`src/rtl/mac_seq_ctrl_if.sv`:
```
// Handshake bundle between layer control, the chunk store, macfp and mac_seq_ctrl.
// master = sequencer view, slave = environment view (layer control + store + macfp).
interface mac_seq_ctrl_if #(
    parameter int WIDTH  = 8,
    parameter int N      = 2,
    parameter int NCHUNK = 4
);
    localparam int CIW = (NCHUNK > 1) ? $clog2(NCHUNK) : 1;

    logic                 go;
    logic [2*WIDTH-1:0]   bias;
    logic                 busy;
    logic [CIW-1:0]       chunk_idx;
    logic [N*WIDTH-1:0]   x_vec;
    logic [N*WIDTH-1:0]   w_vec;
    logic [N*WIDTH-1:0]   mac_a;
    logic [N*WIDTH-1:0]   mac_b;
    logic                 mac_start;
    logic                 mac_ack;
    logic                 mac_done;
    logic [2*WIDTH-1:0]   mac_acc;
    logic [2*WIDTH-1:0]   y;
    logic                 y_valid;

    modport master (
        input  go, bias, x_vec, w_vec, mac_ack, mac_done, mac_acc,
        output busy, chunk_idx, mac_a, mac_b, mac_start, y, y_valid
    );

    modport slave (
        output go, bias, x_vec, w_vec, mac_ack, mac_done, mac_acc,
        input  busy, chunk_idx, mac_a, mac_b, mac_start, y, y_valid
    );
endinterface

```
`src/rtl/mac_seq_ctrl.sv`:
```
// Neuron sequencer: fetches NCHUNK operand chunks, runs one macfp 4-phase transaction each, saturates.
// Latency go->y_valid = 2 + sum per chunk (LOAD + REQ + WAIT + REL), each >= 1 cycle.
// Backpressure: stalls in REQ/WAIT/REL on macfp; go ignored while busy. RELU_EN clamps negatives to 0.
module mac_seq_ctrl #(
    parameter int WIDTH  = 8,
    parameter int N      = 2,
    parameter int NCHUNK = 4
) (
    input  logic           clk,
    input  logic           rst,
    mac_seq_ctrl_if.master bus
);
    localparam int CIW  = (NCHUNK > 1) ? $clog2(NCHUNK) : 1;
    localparam int ACCW = 2*WIDTH + $clog2(NCHUNK) + 1;
    localparam int EXTW = ACCW - 2*WIDTH;

    typedef enum logic [2:0] {IDLE, LOAD, REQ, WAIT, REL, FIN} state_t;

    state_t             state;
    logic [ACCW-1:0]    acc;
    logic [2*WIDTH-1:0] sat_val;

    // Out of range whenever the bits above the result's sign bit disagree with acc's sign.
    always_comb begin
        sat_val = acc[2*WIDTH-1:0];
        if (acc[ACCW-1:2*WIDTH-1] != {(EXTW+1){acc[ACCW-1]}}) begin
            sat_val = acc[ACCW-1] ? {1'b1, {(2*WIDTH-1){1'b0}}}
                                  : {1'b0, {(2*WIDTH-1){1'b1}}};
        end
    end

    always_ff @(posedge clk) begin
        if (!rst) begin
            state         <= IDLE;
            acc           <= '0;
            bus.busy      <= 1'b0;
            bus.chunk_idx <= '0;
            bus.mac_a     <= '0;
            bus.mac_b     <= '0;
            bus.mac_start <= 1'b0;
            bus.y         <= '0;
            bus.y_valid   <= 1'b0;
        end else begin
            bus.y_valid <= 1'b0;
            case (state)
                IDLE: begin
                    if (bus.go) begin
                        acc           <= {{EXTW{bus.bias[2*WIDTH-1]}}, bus.bias};
                        bus.chunk_idx <= '0;
                        bus.busy      <= 1'b1;
                        state         <= LOAD;
                    end
                end
                LOAD: begin
                    bus.mac_a     <= bus.x_vec;
                    bus.mac_b     <= bus.w_vec;
                    bus.mac_start <= 1'b1;
                    state         <= REQ;
                end
                // A done seen together with ack is left for WAIT; macfp holds it until start drops.
                REQ: begin
                    if (bus.mac_ack) begin
                        bus.mac_start <= 1'b0;
                        state         <= WAIT;
                    end
                end
                WAIT: begin
                    if (bus.mac_done) begin
                        acc   <= acc + {{EXTW{bus.mac_acc[2*WIDTH-1]}}, bus.mac_acc};
                        state <= REL;
                    end
                end
                REL: begin
                    if (!bus.mac_done) begin
                        if (bus.chunk_idx == CIW'(NCHUNK-1)) begin
                            state <= FIN;
                        end else begin
                            bus.chunk_idx <= bus.chunk_idx + CIW'(1);
                            state         <= LOAD;
                        end
                    end
                end
                FIN: begin
`ifdef RELU_EN
                    bus.y <= sat_val[2*WIDTH-1] ? '0 : sat_val;
`else
                    bus.y <= sat_val;
`endif
                    bus.y_valid <= 1'b1;
                    bus.busy    <= 1'b0;
                    state       <= IDLE;
                end
                default: state <= IDLE;
            endcase
        end
    end
endmodule

```
`src/flat_wrapper.sv`:
```
// flat-port wrapper written by rule: the top's interface ports become plain ports
module mac_seq_ctrl_flat 
#(
    parameter int WIDTH  = 8,
    parameter int N      = 2,
    parameter int NCHUNK = 4
)
  (clk, rst, bus_go, bus_bias, bus_x_vec, bus_w_vec, bus_mac_ack, bus_mac_done, bus_mac_acc, bus_busy, bus_chunk_idx, bus_mac_a, bus_mac_b, bus_mac_start, bus_y, bus_y_valid);
  mac_seq_ctrl_if #(.WIDTH(WIDTH), .N(N), .NCHUNK(NCHUNK)) bus_i ();
  input  logic clk;
  input  logic rst;
  input wire logic [$bits(bus_i.go)-1:0] bus_go;
  input wire logic [$bits(bus_i.bias)-1:0] bus_bias;
  input wire logic [$bits(bus_i.x_vec)-1:0] bus_x_vec;
  input wire logic [$bits(bus_i.w_vec)-1:0] bus_w_vec;
  input wire logic [$bits(bus_i.mac_ack)-1:0] bus_mac_ack;
  input wire logic [$bits(bus_i.mac_done)-1:0] bus_mac_done;
  input wire logic [$bits(bus_i.mac_acc)-1:0] bus_mac_acc;
  output wire logic [$bits(bus_i.busy)-1:0] bus_busy;
  output wire logic [$bits(bus_i.chunk_idx)-1:0] bus_chunk_idx;
  output wire logic [$bits(bus_i.mac_a)-1:0] bus_mac_a;
  output wire logic [$bits(bus_i.mac_b)-1:0] bus_mac_b;
  output wire logic [$bits(bus_i.mac_start)-1:0] bus_mac_start;
  output wire logic [$bits(bus_i.y)-1:0] bus_y;
  output wire logic [$bits(bus_i.y_valid)-1:0] bus_y_valid;
  assign bus_i.go = bus_go;
  assign bus_i.bias = bus_bias;
  assign bus_i.x_vec = bus_x_vec;
  assign bus_i.w_vec = bus_w_vec;
  assign bus_i.mac_ack = bus_mac_ack;
  assign bus_i.mac_done = bus_mac_done;
  assign bus_i.mac_acc = bus_mac_acc;
  assign bus_busy = bus_i.busy;
  assign bus_chunk_idx = bus_i.chunk_idx;
  assign bus_mac_a = bus_i.mac_a;
  assign bus_mac_b = bus_i.mac_b;
  assign bus_mac_start = bus_i.mac_start;
  assign bus_y = bus_i.y;
  assign bus_y_valid = bus_i.y_valid;
  mac_seq_ctrl #(.WIDTH(WIDTH), .N(N), .NCHUNK(NCHUNK)) u_core (.clk(clk), .rst(rst), .bus(bus_i));
endmodule
```
`config.mk`:
```
export PLATFORM = sky130hd
export DESIGN_NAME = mac_seq_ctrl_flat
export DESIGN_NICKNAME = d
export VERILOG_FILES = /design/src/rtl/mac_seq_ctrl_if.sv /design/src/rtl/mac_seq_ctrl.sv /design/src/flat_wrapper.sv
export SDC_FILE = /design/constraint.sdc
export NUM_CORES = 1
export LEC_CHECK = 0
export BUFFER_PORTS_ARGS = -buffer_cell sky130_fd_sc_hd__buf_4
export CELL_PAD_IN_SITES_DETAIL_PLACEMENT = 1
export CELL_PAD_IN_SITES_GLOBAL_PLACEMENT = 1
export CORE_MARGIN = 2
export CORE_UTILIZATION = 38
export CTS_BUF_LIST = sky130_fd_sc_hd__clkbuf_4
export CTS_CLUSTER_SIZE = 12
export DETAILED_ROUTE_END_ITERATION = 6
export GPL_TIMING_DRIVEN = 0
export PLACE_DENSITY = 0.82
export SETUP_SLACK_MARGIN = 0.15
export SLEW_MARGIN = 25
export SYNTH_ARGS = -nofsm -noshare
export SYNTH_HDL_FRONTEND = slang
export SYNTH_SLANG_ARGS = --single-unit
```
`constraint.sdc`:
```
create_clock -name clk -period 3.1 [get_ports clk]
set_clock_uncertainty 0.1 [all_clocks]
set_input_delay 0.93 -clock clk [delete_from_list [all_inputs] [get_ports clk]]
set_output_delay 0.93 -clock clk [all_outputs]
set_load 0.03 [all_outputs]
```
* Yosys cells after proc, flatten, opt, wreduce, memory -nomap -nowiden
Cells that the tools add are included.
Cells by class: $add $sub $neg 2, muxes and demuxes 20, equality and inequality tests 12, reductions and logical operators 10
Operator list (number):
- $mux W19 | 2
- $pmux W19 S2 | 1
- $mux W16 | 2
- $add A19 B19 Y19 | 1
- $mux W3 | 5
- $pmux W3 S5 | 1
- $ne A2 B2 Y1 const B | 5
- $reduce_and A4 Y1 | 2
- $reduce_bool A2 Y1 | 4
- $eq A3 B2 Y1 const B | 2
- $eq A3 B3 Y1 const B | 2
- $mux W2 | 3
- $pmux W1 S2 | 2
- $pmux W2 S2 | 1
- $reduce_and A2 Y1 | 2
- $eq A3 B1 Y1 const B | 1
- $logic_not A3 Y1 | 1
- $mux W1 | 3
- $ne A3 B3 Y1 | 1
- $reduce_and A3 Y1 | 1
- $add A2 B1 Y2 const B | 1
- $eq A2 B2 Y1 const B | 1
Storage, ports and cells: bits in registers 75, logic and storage cells 53, input port bits 69

* Longest topological paths before layout
Gate-level depths: netlist of the first run.
word-level depth 4, depth in mapped cells 10

* Least setup slack after synthesis of the first run
No wires, ideal clock.
path type input-to-reg, start point in bus_mac_acc[0], end point reg u_core.acc[14], arrival time 2630 ps, path slack 285 ps, data required time 2914 ps, cell stages on the path 10, path buffers 0, cell sequence ha_1 -> inv_1 -> fa_1 -> nand2b_1 -> a21oi_2 -> o2111ai_2 -> a31oi_1 -> a21oi_1 -> xor2_1 -> a211oi_1
Between the ends: longest elaborated chain between the ends 3
RTL lines:
- start: declaration | line flat_wrapper.sv:18 | input wire logic [$bits(bus_i.mac_acc)-1:0] bus_mac_acc;
- $add A19 B19 Y19 | line mac_seq_ctrl.sv:69 | acc <= acc + {{EXTW{bus.mac_acc[2*WIDTH-1]}}, bus.mac_acc};
- $mux W19 | line mac_seq_ctrl.sv:68 | if (bus.mac_done) begin
- $pmux W19 S2 | line mac_seq_ctrl.sv:45 | case (state)
- end signal: assignment | line mac_seq_ctrl.sv:48 | acc <= {{EXTW{bus.bias[2*WIDTH-1]}}, bus.bias};
- end signal: assignment | line mac_seq_ctrl.sv:69
- end: declaration | line mac_seq_ctrl.sv:20 | logic [ACCW-1:0] acc;
No other way between the ends. The select of a mux whose other input is x is not followed. A chain may end at the register's enable or synchronous reset.

* Final worst setup path of the first run
Same ends and word-level chain as after synthesis.

==> impl_summary.log, run 1 <==
[metrics] number of buffers inserted by hold repair at cts: 0
[metrics] sequential fraction of the synthesis area: a little under 40%
[metrics] top flip-flop cell by instance count after synthesis: sky130_fd_sc_hd__dfxtp_1
[metrics] run status: finished clean
[metrics] die outline height: 104 um
[metrics] Chip Width: about 100 um
[metrics] CTS tree: built
[metrics] Final Wtd Congestion: 0.869
[metrics] number of failing hold endpoints at the final stage: 0
[metrics] final critical path time including I/O delays and setup: 2.74 ns
[metrics] number of buffers and inverters on the critical path: 2
[metrics] WP data required: ~3.4 ns
[metrics] Reg clk slew, reported paths: 0.14 ns
[metrics] antenna diode instance count: 0
[metrics] fraction of final layout cells with drive strength greater than 1: between 20 and 30%
[metrics] wire length of the first global-routing pass: between 20 and 25 mm
[metrics] Worst-Skew Late Latency: 0.43 ns
[metrics] max-capacitance violation count: 0
[metrics] starting density of the core: 39.2%
[metrics] Setup Viol. Count Final: 0
[metrics] Synth warnings: 0
[metrics] Worst Hold Margin: 0.364 ns
[metrics] Yosys cell types: 51
[metrics] Largest delay share family, worst path: compound AO/OA/AOI/OAI gates
[metrics] synthesized area divided by synthesized cell count: 7.71 um2
[metrics] count of buffers added by post-CTS timing repair for setup: 0
[metrics] nature of the critical path endpoint: flop
[metrics] Max Fclk: 0.365 GHz
[metrics] number of nets with antenna violations after routing: 0
[metrics] net count after synthesis: 586
[metrics] total gr overflow: 0
[metrics] Syn Std Cell Area: roughly 0.0038 mm2
[metrics] max-slew headroom at the worst pin: 41.1%
[metrics] Die Footprint: 0.0109 mm2
[metrics] Residual DRC: 0
[metrics] Pins Over Slew Limit: 0
[metrics] Floorplan Core Area: roughly 0.0098 mm2
[metrics] startpoint class of the critical path: input pin
[metrics] first-iteration detailed-routing DRC count: between 150 and 200
[metrics] static leakage: 0.00221 uW
[metrics] RSZ-0062 raised after global routing: false
[metrics] maximum number of pins on one net before global-route repair: 14
[metrics] delay contributed by the slowest stage of the critical path: 0.39 ns
[metrics] Worst Hold Class: flop to flop
[metrics] via count: 4086
[metrics] fraction of registers with async set/reset: 0%
[metrics] net count reported at finish: 718
[metrics] overall fraction of global-route tracks in use: 23.9%
[metrics] TritonCTS Buffers: 9
[metrics] Area growth syn-to-layout: 32.1%
[metrics] crit share post-route: 88.3%
[metrics] list of cells traversed by the critical path: buf_4, ha_1, inv_1, fa_1, nand2b_1, a21oi_2, o2111ai_4, a31oi_2, a21oi_1, xor2_1, a211oi_1
[metrics] synthesis-stage register bit count: 75
[metrics] transition time at the pin with the least slew margin: 0.880 ns
[metrics] Bufs on Longest Clock Path: 2
[metrics] Setup CP Type: input pin to flop
[metrics] total wire length: 12.9 mm
[metrics] largest fanout of any net on the critical path: 4
[metrics] routed via count divided by cell count: 5.33
[metrics] CTS H-Tree Depth: 3
[metrics] Synth Instances: 497
[metrics] Root Buffer Master: sky130_fd_sc_hd__clkbuf_4
[metrics] post-layout total power: 2340 uW
[metrics] slowest cell on the critical path: sky130_fd_sc_hd__fa_1
[metrics] data arrival time of the critical path: around 3.0 ns
[metrics] number of clock sinks: 75
[metrics] number of ports placed on the die boundary: 122
[metrics] Post-synth EDFFs: 0
[metrics] DP HPWL: approximately 10 mm
[metrics] Core Rows: 36
[metrics] initial antenna violation count: 0
[metrics] average wire per standard cell: 16.8 um
[metrics] Initial DRT Pass Iterations: 4
[metrics] via count of the first global-routing pass: 4220
[metrics] count of input and output buffers: 121
[metrics] power per unit of standard cell area: 462 mW/mm2
[metrics] peak supply drop: 0.000183 V
## registers in the layout, indices dropped and copies added (netlist names)
| signal | flops |
|---|---|
| u_core.acc | 19 |
| u_core.bus.busy | 1 |
| u_core.bus.chunk_idx | 2 |
| u_core.bus.mac_a | 16 |
| u_core.bus.mac_b | 16 |
| u_core.bus.mac_start | 1 |
| u_core.bus.y | 16 |
| u_core.bus.y_valid | 1 |
| u_core.state | 3 |
## worst min-delay path: stages, from the launching register on
cell                      delay (ns)
sky130_fd_sc_hd__dfxtp_1        0.33
sky130_fd_sc_hd__nand2_1        0.05
sky130_fd_sc_hd__a21oi_1        0.05
## cell families (layout without fill, tap and decap cells)
family / after synthesis / in the layout / share of synthesized area, %
flops: 75 / 75 / 39.2
simple gates: 190 / 190 / 21.4
mux: 3 / 3 / 0.816
fa+ha+maj: 20 / 20 / 6.72
buf+inv: 38 / 175 / 4.21
xor+xnor: 13 / 13 / 2.97
compound gates: 158 / 158 / 24.7
## layout by cell type, fill, tap and decap left out, types with 3 or more instances in the layout
| master | netlist | final |
|---|---|---|
| sky130_fd_sc_hd__o21ai_0 | 37 | 37 |
| sky130_fd_sc_hd__buf_2 | 6 | 6 |
| sky130_fd_sc_hd__nand2b_1 | 6 | 6 |
| sky130_fd_sc_hd__nor2_1 | 34 | 34 |
| sky130_fd_sc_hd__clkbuf_1 | 21 | 21 |
| sky130_fd_sc_hd__inv_1 | 7 | 7 |
| sky130_fd_sc_hd__a21o_1 | 12 | 12 |
| sky130_fd_sc_hd__a211oi_1 | 7 | 7 |
| sky130_fd_sc_hd__dfxtp_1 | 75 | 75 |
| sky130_fd_sc_hd__or3_1 | 3 | 3 |
| sky130_fd_sc_hd__nand3_1 | 8 | 8 |
| sky130_fd_sc_hd__nand4_1 | 5 | 5 |
| sky130_fd_sc_hd__and3_1 | 3 | 3 |
| sky130_fd_sc_hd__a31oi_1 | 11 | 10 |
| sky130_fd_sc_hd__buf_4 | 1 | 122 |
| sky130_fd_sc_hd__clkbuf_4 | 0 | 9 |
| sky130_fd_sc_hd__nor3_1 | 5 | 5 |
| sky130_fd_sc_hd__nand2_1 | 116 | 116 |
| sky130_fd_sc_hd__ha_1 | 19 | 19 |
| sky130_fd_sc_hd__a311oi_1 | 6 | 6 |
| sky130_fd_sc_hd__xor2_1 | 7 | 7 |
| sky130_fd_sc_hd__a21oi_1 | 67 | 67 |
| sky130_fd_sc_hd__a21oi_2 | 3 | 3 |
| sky130_fd_sc_hd__xnor2_1 | 6 | 6 |
## per-stage QoR
| stage | instances | area (um2) | utilization, % | setup WS [ns] | TNS [ns] |
|---|---|---|---|---|---|
| 6_report | 767 | 5070 | 51.8 | 0.361 | 0 |
| 5_1_grt | 767 | 5070 | 51.8 | 0.172 | 0 |
| 4_1_cts | 767 | 5040 | 51.6 | 0.355 | 0 |
| 3_5_place_dp | 751 | 4910 | 50.2 | -0.0919 | -0.270 |
| 3_3_place_gp | 751 | 4910 | 50.2 | -0.0993 | -0.225 |
| 2_1_floorplan | 497 | 3830 | - | 0.285 | 0 |
## metal layers
| metal | GRT usage (%) | up-vias | part of all wire (%) |
|---|---|---|---|
| met5 | 0 | - | 0 |
| met4 | 9.56 | 0 | 1.8 |
| met3 | 4.89 | 22 | 4.8 |
| met2 | 41.5 | 118 | 49 |
| met1 | 28.7 | 1945 | 44 |
| li1 | - | 2001 | - |
## report_power, final
part           leakage [uW]  switching (uW)  total [uW]  internal [uW]
Sequential         0.000612            46.5        1070           1020
Clock             0.0000733             360         603            243
Combinational       0.00152             401         668            267
## final cells by class
type | instances | area, um2
clock buffer | 9 | 67.6
sequential | 75 | 1500
tap | 133 | 166
inverter | 8 | 30.0
clock inverter | 7 | 68.8
timing repair buffer | 121 | 908
fill | 1297 | 4710
buffer | 30 | 131
multi-input combinational | 384 | 2190
## worst paths after layout
path,start,to,slack (ns),cells after the start
setup / recovery,bus_mac_acc[0],u_core.acc[14],0.36,11
hold / removal,u_core.bus.mac_a[4],u_core.bus.mac_a[4],0.36,2
setup reg to reg,u_core.acc[0],u_core.acc[14],0.56,10
hold reg to reg,u_core.bus.mac_a[4],u_core.bus.mac_a[4],0.36,2
## synthesized netlist by cell type, types with 2 or more instances
cell | count | area [um2]
sky130_fd_sc_hd__nor2_1 | 34 | 128
sky130_fd_sc_hd__nand4_1 | 5 | 31.3
sky130_fd_sc_hd__o21ai_0 | 37 | 185
sky130_fd_sc_hd__buf_2 | 6 | 30.0
sky130_fd_sc_hd__a31oi_1 | 11 | 68.8
sky130_fd_sc_hd__and3_1 | 3 | 18.8
sky130_fd_sc_hd__nor3_1 | 5 | 25.0
sky130_fd_sc_hd__nand2b_1 | 6 | 37.5
sky130_fd_sc_hd__a311oi_1 | 6 | 52.6
sky130_fd_sc_hd__nor4b_1 | 2 | 17.5
sky130_fd_sc_hd__a21o_1 | 12 | 90.1
sky130_fd_sc_hd__dfxtp_1 | 75 | 1500
sky130_fd_sc_hd__nand2_1 | 116 | 435
sky130_fd_sc_hd__mux2i_1 | 2 | 20.0
sky130_fd_sc_hd__xnor2_1 | 6 | 52.6
sky130_fd_sc_hd__a211oi_1 | 7 | 52.6
sky130_fd_sc_hd__nand3_1 | 8 | 40.0
sky130_fd_sc_hd__a21oi_2 | 3 | 26.3
sky130_fd_sc_hd__a22oi_1 | 2 | 15.0
sky130_fd_sc_hd__xor2_1 | 7 | 61.3
sky130_fd_sc_hd__ha_1 | 19 | 238
sky130_fd_sc_hd__o211ai_1 | 2 | 15.0
sky130_fd_sc_hd__a21oi_1 | 67 | 335
sky130_fd_sc_hd__or3_1 | 3 | 18.8
sky130_fd_sc_hd__inv_1 | 7 | 26.3
sky130_fd_sc_hd__clkbuf_1 | 21 | 78.8
## timing repair
item                                    CTS  global route
endpoints found under the hold margin     0             0
gates resized for setup                   0             3
endpoints found under the setup margin    0             3
Power figures use the tool's default switching activity.
==> inputs of run 2 (changes only) <==
--- a/config.mk
+++ b/config.mk
@@ -5,16 +5,15 @@
 export SDC_FILE = /design/constraint.sdc
 export NUM_CORES = 1
 export LEC_CHECK = 0
-export BUFFER_PORTS_ARGS = -buffer_cell sky130_fd_sc_hd__buf_4
-export CELL_PAD_IN_SITES_DETAIL_PLACEMENT = 1
-export CELL_PAD_IN_SITES_GLOBAL_PLACEMENT = 1
+export BUFFER_PORTS_ARGS = -buffer_cell sky130_fd_sc_hd__buf_2
 export CORE_MARGIN = 2
-export CORE_UTILIZATION = 38
+export CORE_UTILIZATION = 50
 export CTS_BUF_LIST = sky130_fd_sc_hd__clkbuf_4
 export CTS_CLUSTER_SIZE = 12
 export DETAILED_ROUTE_END_ITERATION = 6
 export GPL_TIMING_DRIVEN = 0
-export PLACE_DENSITY = 0.82
+export MAX_ROUTING_LAYER = met4
+export PLACE_DENSITY = 0.78
 export SETUP_SLACK_MARGIN = 0.15
 export SLEW_MARGIN = 25
 export SYNTH_ARGS = -nofsm -noshare
==> run 2 against run 1 <==
  * Total power decreased by 3.9%
  * Clock-buffer cell count stayed put
  * Core utilization is 12 points higher
  * Global-route usage grew 1.2 points
  * Final area shrank 7.3%
  * Critical endpoint unchanged
  * Combinational power fell by 10%
  * Die area down 23%
  * Clock power down 3%
  * Critical path depth did not move
  * Wire length is 21% lower
  * Highest routed layer unchanged
  * Worst hold slack got worse by 0.0056 ns
==> impl_summary.log, run 2 (synthesized netlist as in run 1, its figures left out) <==
[metrics] run status: finished clean (unchanged)
[metrics] Chip Width: 91.6 um (was 104 um)
[metrics] number of ports placed on the die boundary: 122 (unchanged)
[metrics] average wire per standard cell: 13.9 um (was 16.8 um)
[metrics] via count of the first global-routing pass: 3586 (was 4220)
[metrics] Final Wtd Congestion: 0.971 (was 0.869)
[metrics] RSZ-0062 raised after global routing: false (unchanged)
[metrics] nature of the critical path endpoint: flop (unchanged)
[metrics] Worst Hold Margin: 0.359 ns (was 0.364 ns)
[metrics] peak supply drop: 0.000181 V (was 0.000183 V)
[metrics] wire length of the first global-routing pass: 16.6 mm (was 21.0 mm)
[metrics] CTS H-Tree Depth: 3 (unchanged)
[metrics] overall fraction of global-route tracks in use: 25.1% (was 23.9%)
[metrics] transition time at the pin with the least slew margin: 0.860 ns (was 0.880 ns)
[metrics] total wire length: 10.2 mm (was 12.9 mm)
[metrics] TritonCTS Buffers: 9 (unchanged)
[metrics] flip-flop count of the largest register after layout: 19 (unchanged)
[metrics] CTS tree: built (unchanged)
[metrics] Setup CP Type: input pin to flop (unchanged)
[metrics] static leakage: 0.00215 uW (was 0.00221 uW)
[metrics] antenna diode instance count: 0 (unchanged)
[metrics] data arrival time of the critical path: 3.01 ns (was 2.99 ns)
[metrics] final core utilization: 64.1% (was 51.8%)
[metrics] via count: 3949 (was 4086)
[metrics] power per unit of standard cell area: 478 mW/mm2 (was 462 mW/mm2)
[metrics] largest fanout of any net on the critical path: 4 (unchanged)
[metrics] Floorplan Core Area: 0.00733 mm2 (was 0.00977 mm2)
[metrics] number of clock sinks: 75 (unchanged)
[metrics] startpoint of the most critical hold path: u_core.bus.mac_b[8] (was u_core.bus.mac_a[4])
[metrics] number of fillers in the final layout: 658 (was 1297)
[metrics] Area growth syn-to-layout: 22.6% (was 32.1%)
[metrics] WP data required: 3.33 ns (was 3.35 ns)
[metrics] Setup Viol. Count Final: 0 (unchanged)
[metrics] crit share post-route: 89.8% (was 88.3%)
[metrics] number of failing hold endpoints at the final stage: 0 (unchanged)
[metrics] Post-Layout Cell Count: 733 (was 767)
[metrics] max-slew headroom at the worst pin: 42.5% (was 41.1%)
[metrics] placed cell count: 717 (was 751)
[metrics] delay contributed by the slowest stage of the critical path: 0.40 ns (was 0.39 ns)
[metrics] starting density of the core: 52.3% (was 39.2%)
[metrics] register bank with the most flops: u_core.acc (unchanged)
[metrics] Root Buffer Master: sky130_fd_sc_hd__clkbuf_4 (unchanged)
[metrics] number of buffers inserted by hold repair at cts: 0 (unchanged)
[metrics] number of nets with antenna violations after routing: 0 (unchanged)
[metrics] Bufs on Longest Clock Path: 2 (unchanged)
[metrics] max-capacitance violation count: 0 (unchanged)
[metrics] Reg clk slew, reported paths: 0.11 ns (was 0.14 ns)
[metrics] net count reported at finish: 718 (unchanged)
[metrics] summed negative setup slack over all endpoints: 0 ns (unchanged)
[metrics] Pins Over Slew Limit: 0 (unchanged)
[metrics] routed via count divided by cell count: 5.39 (was 5.33)
[metrics] startpoint class of the critical path: input pin (unchanged)
[metrics] initial antenna violation count: 0 (unchanged)
[metrics] most common cell after layout, fill and taps aside: sky130_fd_sc_hd__buf_2 (was sky130_fd_sc_hd__buf_4)
[metrics] post-layout total power: 2250 uW (was 2340 uW)
[metrics] total gr overflow: 0 (unchanged)
[metrics] count of buffers added by post-CTS timing repair for setup: 0 (unchanged)
[metrics] Max Fclk: 0.359 GHz (was 0.365 GHz)
[metrics] first-iteration detailed-routing DRC count: 200 (was 193)
[metrics] count of input and output buffers: 121 (unchanged)
[metrics] internal reg-to-reg setup slack: 0.52 ns (was 0.56 ns)
[metrics] Gates resized, CTS repair: 0 (unchanged)
[metrics] Residual DRC: 0 (unchanged)
[metrics] final critical path time including I/O delays and setup: 2.78 ns (was 2.74 ns)
[metrics] die outline height: 91.6 um (was 104 um)
[metrics] Worst-Skew Late Latency: 0.41 ns (was 0.43 ns)
[metrics] slowest cell on the critical path: sky130_fd_sc_hd__fa_1 (unchanged)
[metrics] Initial DRT Pass Iterations: 4 (unchanged)
[metrics] Die Footprint: 0.00838 mm2 (was 0.0109 mm2)
[metrics] fraction of final layout cells with drive strength greater than 1: 24.6% (was 25.1%)
[metrics] maximum number of pins on one net before global-route repair: 14 (unchanged)
[metrics] Core Rows: 31 (was 36)
[metrics] start point of the critical path: bus_mac_acc[0] (unchanged)
[metrics] Worst Hold Class: flop to flop (unchanged)
[metrics] list of cells traversed by the critical path: buf_2, ha_1, inv_1, fa_1, nand2b_1, a21oi_2, o2111ai_2, a31oi_1, a21oi_1, xor2_1, a211oi_1 (was buf_4, ha_1, inv_1, fa_1, nand2b_1, a21oi_2, o2111ai_4, a31oi_2, a21oi_1, xor2_1, a211oi_1)
[metrics] DP HPWL: 7.94 mm (was 10.2 mm)
[metrics] leading cell types in the layout, fill and taps excluded: sky130_fd_sc_hd__buf_2, sky130_fd_sc_hd__nand2_1, sky130_fd_sc_hd__dfxtp_1, sky130_fd_sc_hd__a21oi_1, sky130_fd_sc_hd__o21ai_0 (was sky130_fd_sc_hd__buf_4, sky130_fd_sc_hd__nand2_1, sky130_fd_sc_hd__dfxtp_1, sky130_fd_sc_hd__a21oi_1, sky130_fd_sc_hd__o21ai_0)
[metrics] worst reg2reg path startpoint: u_core.acc[0] (unchanged)
## run 2: changes by cell type in the layout (fill, tap and decap cells not counted), sizes merged
cell | before | now
clkinv | 5 | 4
inv | 8 | 9
## run 2: area by class of cell
cell class,instances,area [um2],share of cell area (%)
Timing Repair Buffer,121,606,12.9
Clock buffer,9,67.6,1.44
Buffer,30,131,2.80
Inverter,8,30.0,0.639
Tap cell,99,124,2.64
Multi-Input combinational cell,384,2170,46.2
Clock inverter,7,67.6,1.44
Sequential cell,75,1500,32.0
## run 2: stage by stage
stage	instance area, um2	setup WS, ns
after floorplan	3830	0.285
after global placement	4560	-0.0385
after detailed placement	4560	-0.0632
after CTS	4700	0.372
after global routing	4700	0.223
final	4700	0.316
## run 2: final timing paths
kind	endpoint	depth (start not counted)
setup / recovery	u_core.acc[14]	11
hold / removal	u_core.bus.mac_b[8]	2
setup reg to reg	u_core.acc[14]	10
hold reg to reg	u_core.bus.mac_b[8]	2
## run 2: layer usage
metal	track usage, %	up-vias	wire length, um
met4	8.46	0	155
met1	32.2	1790	4460
met3	2.82	16	770
li1	-	1999	-
met5	-	-	0
met2	41.2	144	4820
## run 2: worst max-delay path: cells and delay by family
kind | cells | cell delay (ns)
AOI/OAI and AO/OA | 5 | 1.05
adders and majority gates | 2 | 0.56
xor gates and xnor gates | 1 | 0.15
and+or+nand+nor | 1 | 0.20
buffers and inverters | 2 | 0.13
## run 2: power by group
part	total, uW	switching [uW]	internal, uW
clock	584	340	243
sequential	1060	42.3	1020
combinational	600	374	226
total	2250	757	1490
==> inputs of run 3 (changes only) <==
--- a/config.mk
+++ b/config.mk
@@ -8,12 +8,11 @@
 export BUFFER_PORTS_ARGS = -buffer_cell sky130_fd_sc_hd__buf_2
 export CORE_MARGIN = 2
 export CORE_UTILIZATION = 50
-export CTS_BUF_LIST = sky130_fd_sc_hd__clkbuf_4
 export CTS_CLUSTER_SIZE = 12
 export DETAILED_ROUTE_END_ITERATION = 6
 export GPL_TIMING_DRIVEN = 0
-export MAX_ROUTING_LAYER = met4
 export PLACE_DENSITY = 0.78
+export REMOVE_ABC_BUFFERS = 1
 export SETUP_SLACK_MARGIN = 0.15
 export SLEW_MARGIN = 25
 export SYNTH_ARGS = -nofsm -noshare
==> run 3 against run 2 <==
  * Total power is 11% higher
  * Core utilization up 0.19 points
  * Combinational power decreased by 2%
  * Final area grew 0.29%
  * Flip-flop and latch count unchanged
  * Sequential share of layout area fell by 0.093 points
  * Sequential power is essentially flat
  * Largest cell class unchanged
  * Worst setup slack got worse by 0.047 ns
  * Critical path depth did not move
  * Clock power rose by 43%
  * Largest power group unchanged
  * Critical endpoint unchanged
  * Final cell count fell by 4.0%
  * Wire length barely moved
  * Highest routed layer unchanged
==> impl_summary.log, run 3 (synthesized netlist as in run 1, its figures left out) <==
[metrics] run status: finished clean (unchanged)
[metrics] number of failing hold endpoints at the final stage: 0 (unchanged)
[metrics] WHS Path Cells: 2 (unchanged)
[metrics] Core Rows: 31 (unchanged)
[metrics] antenna diode instance count: 0 (unchanged)
[metrics] routed via count divided by cell count: 5.52 (was 5.39)
[metrics] startpoint class of the critical path: input pin (unchanged)
[metrics] Pins Over Slew Limit: 0 (unchanged)
[metrics] final core utilization: 64.3% (was 64.1%)
[metrics] number of cells on the critical path: 11 (unchanged)
[metrics] transition time at the pin with the least slew margin: 0.970 ns (was 0.860 ns)
[metrics] final critical path time including I/O delays and setup: 2.83 ns (was 2.78 ns)
[metrics] worst reg2reg path startpoint: u_core.state[1] (was u_core.acc[0])
[metrics] Die Footprint: 0.00838 mm2 (unchanged)
[metrics] starting density of the core: 52.3% (unchanged)
[metrics] largest fanout of any net on the critical path: 4 (unchanged)
[metrics] Multi-input gate area: 0.00220 mm2 (was 0.00217 mm2)
[metrics] most common cell after layout, fill and taps aside: sky130_fd_sc_hd__buf_2 (unchanged)
[metrics] number of clock sinks: 75 (unchanged)
[metrics] Worst-Skew Late Latency: 0.34 ns (was 0.41 ns)
[metrics] net count reported at finish: 689 (was 718)
[metrics] Initial DRT Pass Iterations: 5 (was 4)
[metrics] wire length of the first global-routing pass: 16.6 mm (about the same)
[metrics] Final Wtd Congestion: 0.858 (was 0.971)
[metrics] flip-flop count of the largest register after layout: 19 (unchanged)
[metrics] placed cell count: 688 (was 717)
[metrics] startpoint of the most critical hold path: u_core.bus.mac_a[4] (was u_core.bus.mac_b[8])
[metrics] Root Buffer Master: sky130_fd_sc_hd__clkbuf_8 (was sky130_fd_sc_hd__clkbuf_4)
[metrics] start point of the critical path: bus_mac_acc[0] (unchanged)
[metrics] Reg clk slew, reported paths: 0.08 ns (was 0.11 ns)
[metrics] max-slew headroom at the worst pin: 35.2% (was 42.5%)
[metrics] initial antenna violation count: 0 (unchanged)
[metrics] leading cell types in the layout, fill and taps excluded: sky130_fd_sc_hd__buf_2, sky130_fd_sc_hd__nand2_1, sky130_fd_sc_hd__dfxtp_1, sky130_fd_sc_hd__a21oi_1, sky130_fd_sc_hd__o21ai_0 (unchanged)
[metrics] CTS H-Tree Depth: 3 (unchanged)
[metrics] number of buffers and inverters on the critical path: 2 (unchanged)
[metrics] Chip Width: 91.6 um (unchanged)
[metrics] Floorplan Core Area: 0.00733 mm2 (unchanged)
[metrics] fraction of final layout cells with drive strength greater than 1: 26.0% (was 24.6%)
[metrics] Max Fclk: 0.353 GHz (was 0.359 GHz)
[metrics] count of input and output buffers: 121 (unchanged)
[metrics] overall fraction of global-route tracks in use: 24.1% (was 25.1%)
[metrics] register bank with the most flops: u_core.acc (unchanged)
[metrics] Reg area: 0.00150 mm2 (unchanged)
[metrics] die outline height: 91.6 um (unchanged)
[metrics] Post-Layout Cell Count: 704 (was 733)
[metrics] Setup Viol. Count Final: 0 (unchanged)
[metrics] number of fillers in the final layout: 655 (was 658)
[metrics] post-layout total power: 2490 uW (was 2250 uW)
[metrics] count of buffers added by post-CTS timing repair for setup: 0 (unchanged)
[metrics] Bufs on Longest Clock Path: 2 (unchanged)
[metrics] worst reg-to-reg path cell count: 4 (was 10)
[metrics] max-capacitance violation count: 0 (unchanged)
[metrics] number of buffers inserted by hold repair at cts: 0 (unchanged)
[metrics] setup slack after placement: -0.104 ns (was -0.0632 ns)
[metrics] nature of the critical path endpoint: flop (unchanged)
[metrics] CTS tree: built (unchanged)
[metrics] WP data required: 3.26 ns (was 3.33 ns)
[metrics] via count: 3887 (was 3949)
[metrics] total gr overflow: 0 (unchanged)
[metrics] first-iteration detailed-routing DRC count: 170 (was 200)
[metrics] delay contributed by the slowest stage of the critical path: 0.41 ns (was 0.40 ns)
[metrics] total wire length: 10.2 mm (about the same)
[metrics] static leakage: 0.00213 uW (was 0.00215 uW)
[metrics] DP HPWL: 7.37 mm (was 7.94 mm)
[metrics] power per unit of standard cell area: 529 mW/mm2 (was 478 mW/mm2)
[metrics] crit share post-route: 91.3% (was 89.8%)
[metrics] slowest cell on the critical path: sky130_fd_sc_hd__fa_1 (unchanged)
[metrics] Worst Hold Class: flop to flop (unchanged)
[metrics] Setup CP Type: input pin to flop (unchanged)
[metrics] data arrival time of the critical path: 2.99 ns (was 3.01 ns)
[metrics] post-layout worst setup margin: 0.268 ns (was 0.316 ns)
[metrics] number of ports placed on the die boundary: 122 (unchanged)
[metrics] average wire per standard cell: 14.5 um (was 13.9 um)
[metrics] RSZ-0062 raised after global routing: false (unchanged)
[metrics] peak supply drop: 0.000212 V (was 0.000181 V)
[metrics] list of cells traversed by the critical path: buf_2, ha_1, inv_1, fa_1, nand2b_1, a21oi_2, o2111ai_4, a31oi_2, a21oi_1, xor2_1, a211oi_1 (was buf_2, ha_1, inv_1, fa_1, nand2b_1, a21oi_2, o2111ai_2, a31oi_1, a21oi_1, xor2_1, a211oi_1)
[metrics] Area growth syn-to-layout: 22.9% (was 22.6%)
[metrics] summed negative setup slack over all endpoints: 0 ns (unchanged)
[metrics] Residual DRC: 0 (unchanged)
[metrics] TritonCTS Buffers: 9 (unchanged)
[metrics] number of nets with antenna violations after routing: 0 (unchanged)
[metrics] Largest delay share family, worst path: compound AO/OA/AOI/OAI gates (unchanged)
[metrics] via count of the first global-routing pass: 3545 (was 3586)
[metrics] maximum number of pins on one net before global-route repair: 41 (was 14)
run 3: cell types whose count changed in the layout (fill, tap and decap cells not counted), sizes merged:
| cell | delta |
|---|---|
| buf | -8 |
| bufinv | +1 |
| clkbuf | -20 |
| clkinv | -2 |
| clkinvlp | +1 |
| inv | -1 |
run 3: repair_timing:
item                                    CTS  global route
endpoints found under the hold margin     0             0
gates resized for setup                   0             3
endpoints found under the setup margin    0             3
run 3: path summary, 6_finish.rpt:
path,to,slack [ns]
worst max-delay path,u_core.acc[14],0.27
worst min register to register,u_core.bus.mac_a[4],0.35
worst max register to register,u_core.acc[11],0.39
worst min-delay path,u_core.bus.mac_a[4],0.35
run 3: layout make-up:
type / count / area share, %
Tap cell: 99 / 2.63
Multi-Input combinational cell: 384 / 46.8
Sequential cell: 75 / 31.9
Clock buffer: 10 / 2.92
Clock inverter: 6 / 1.89
Timing Repair Buffer: 122 / 13.3
Inverter: 8 / 0.637
run 3: through the flow:
step / hold WS, ns / area (um2)
finish: 0.353 / 4710
detailed placement: 0.344 / 4460
global route: 0.365 / 4710
floorplan: 0.347 / 3700
global placement: 0.339 / 4430
CTS: 0.355 / 4690
run 3: tightest hold or removal path, cell delays in order, from the launching register on:
cell and delay, ns:
sky130_fd_sc_hd__dfxtp_1 0.31, sky130_fd_sc_hd__nand2_1 0.05, sky130_fd_sc_hd__a21oi_1 0.05
run 3: per-layer routing:
layer / track usage, % / routed length (um)
met3: 3.49 / 737
met2: 39.3 / 4660
met4: 11.2 / 275
met1: 31.5 / 4540
met5: 0 / 0
run 3: report_power, final:
part | total, uW | internal, uW | switching [uW]
combinational | 585 | 219 | 366
sequential | 1070 | 1020 | 49.7
clock | 836 | 475 | 361
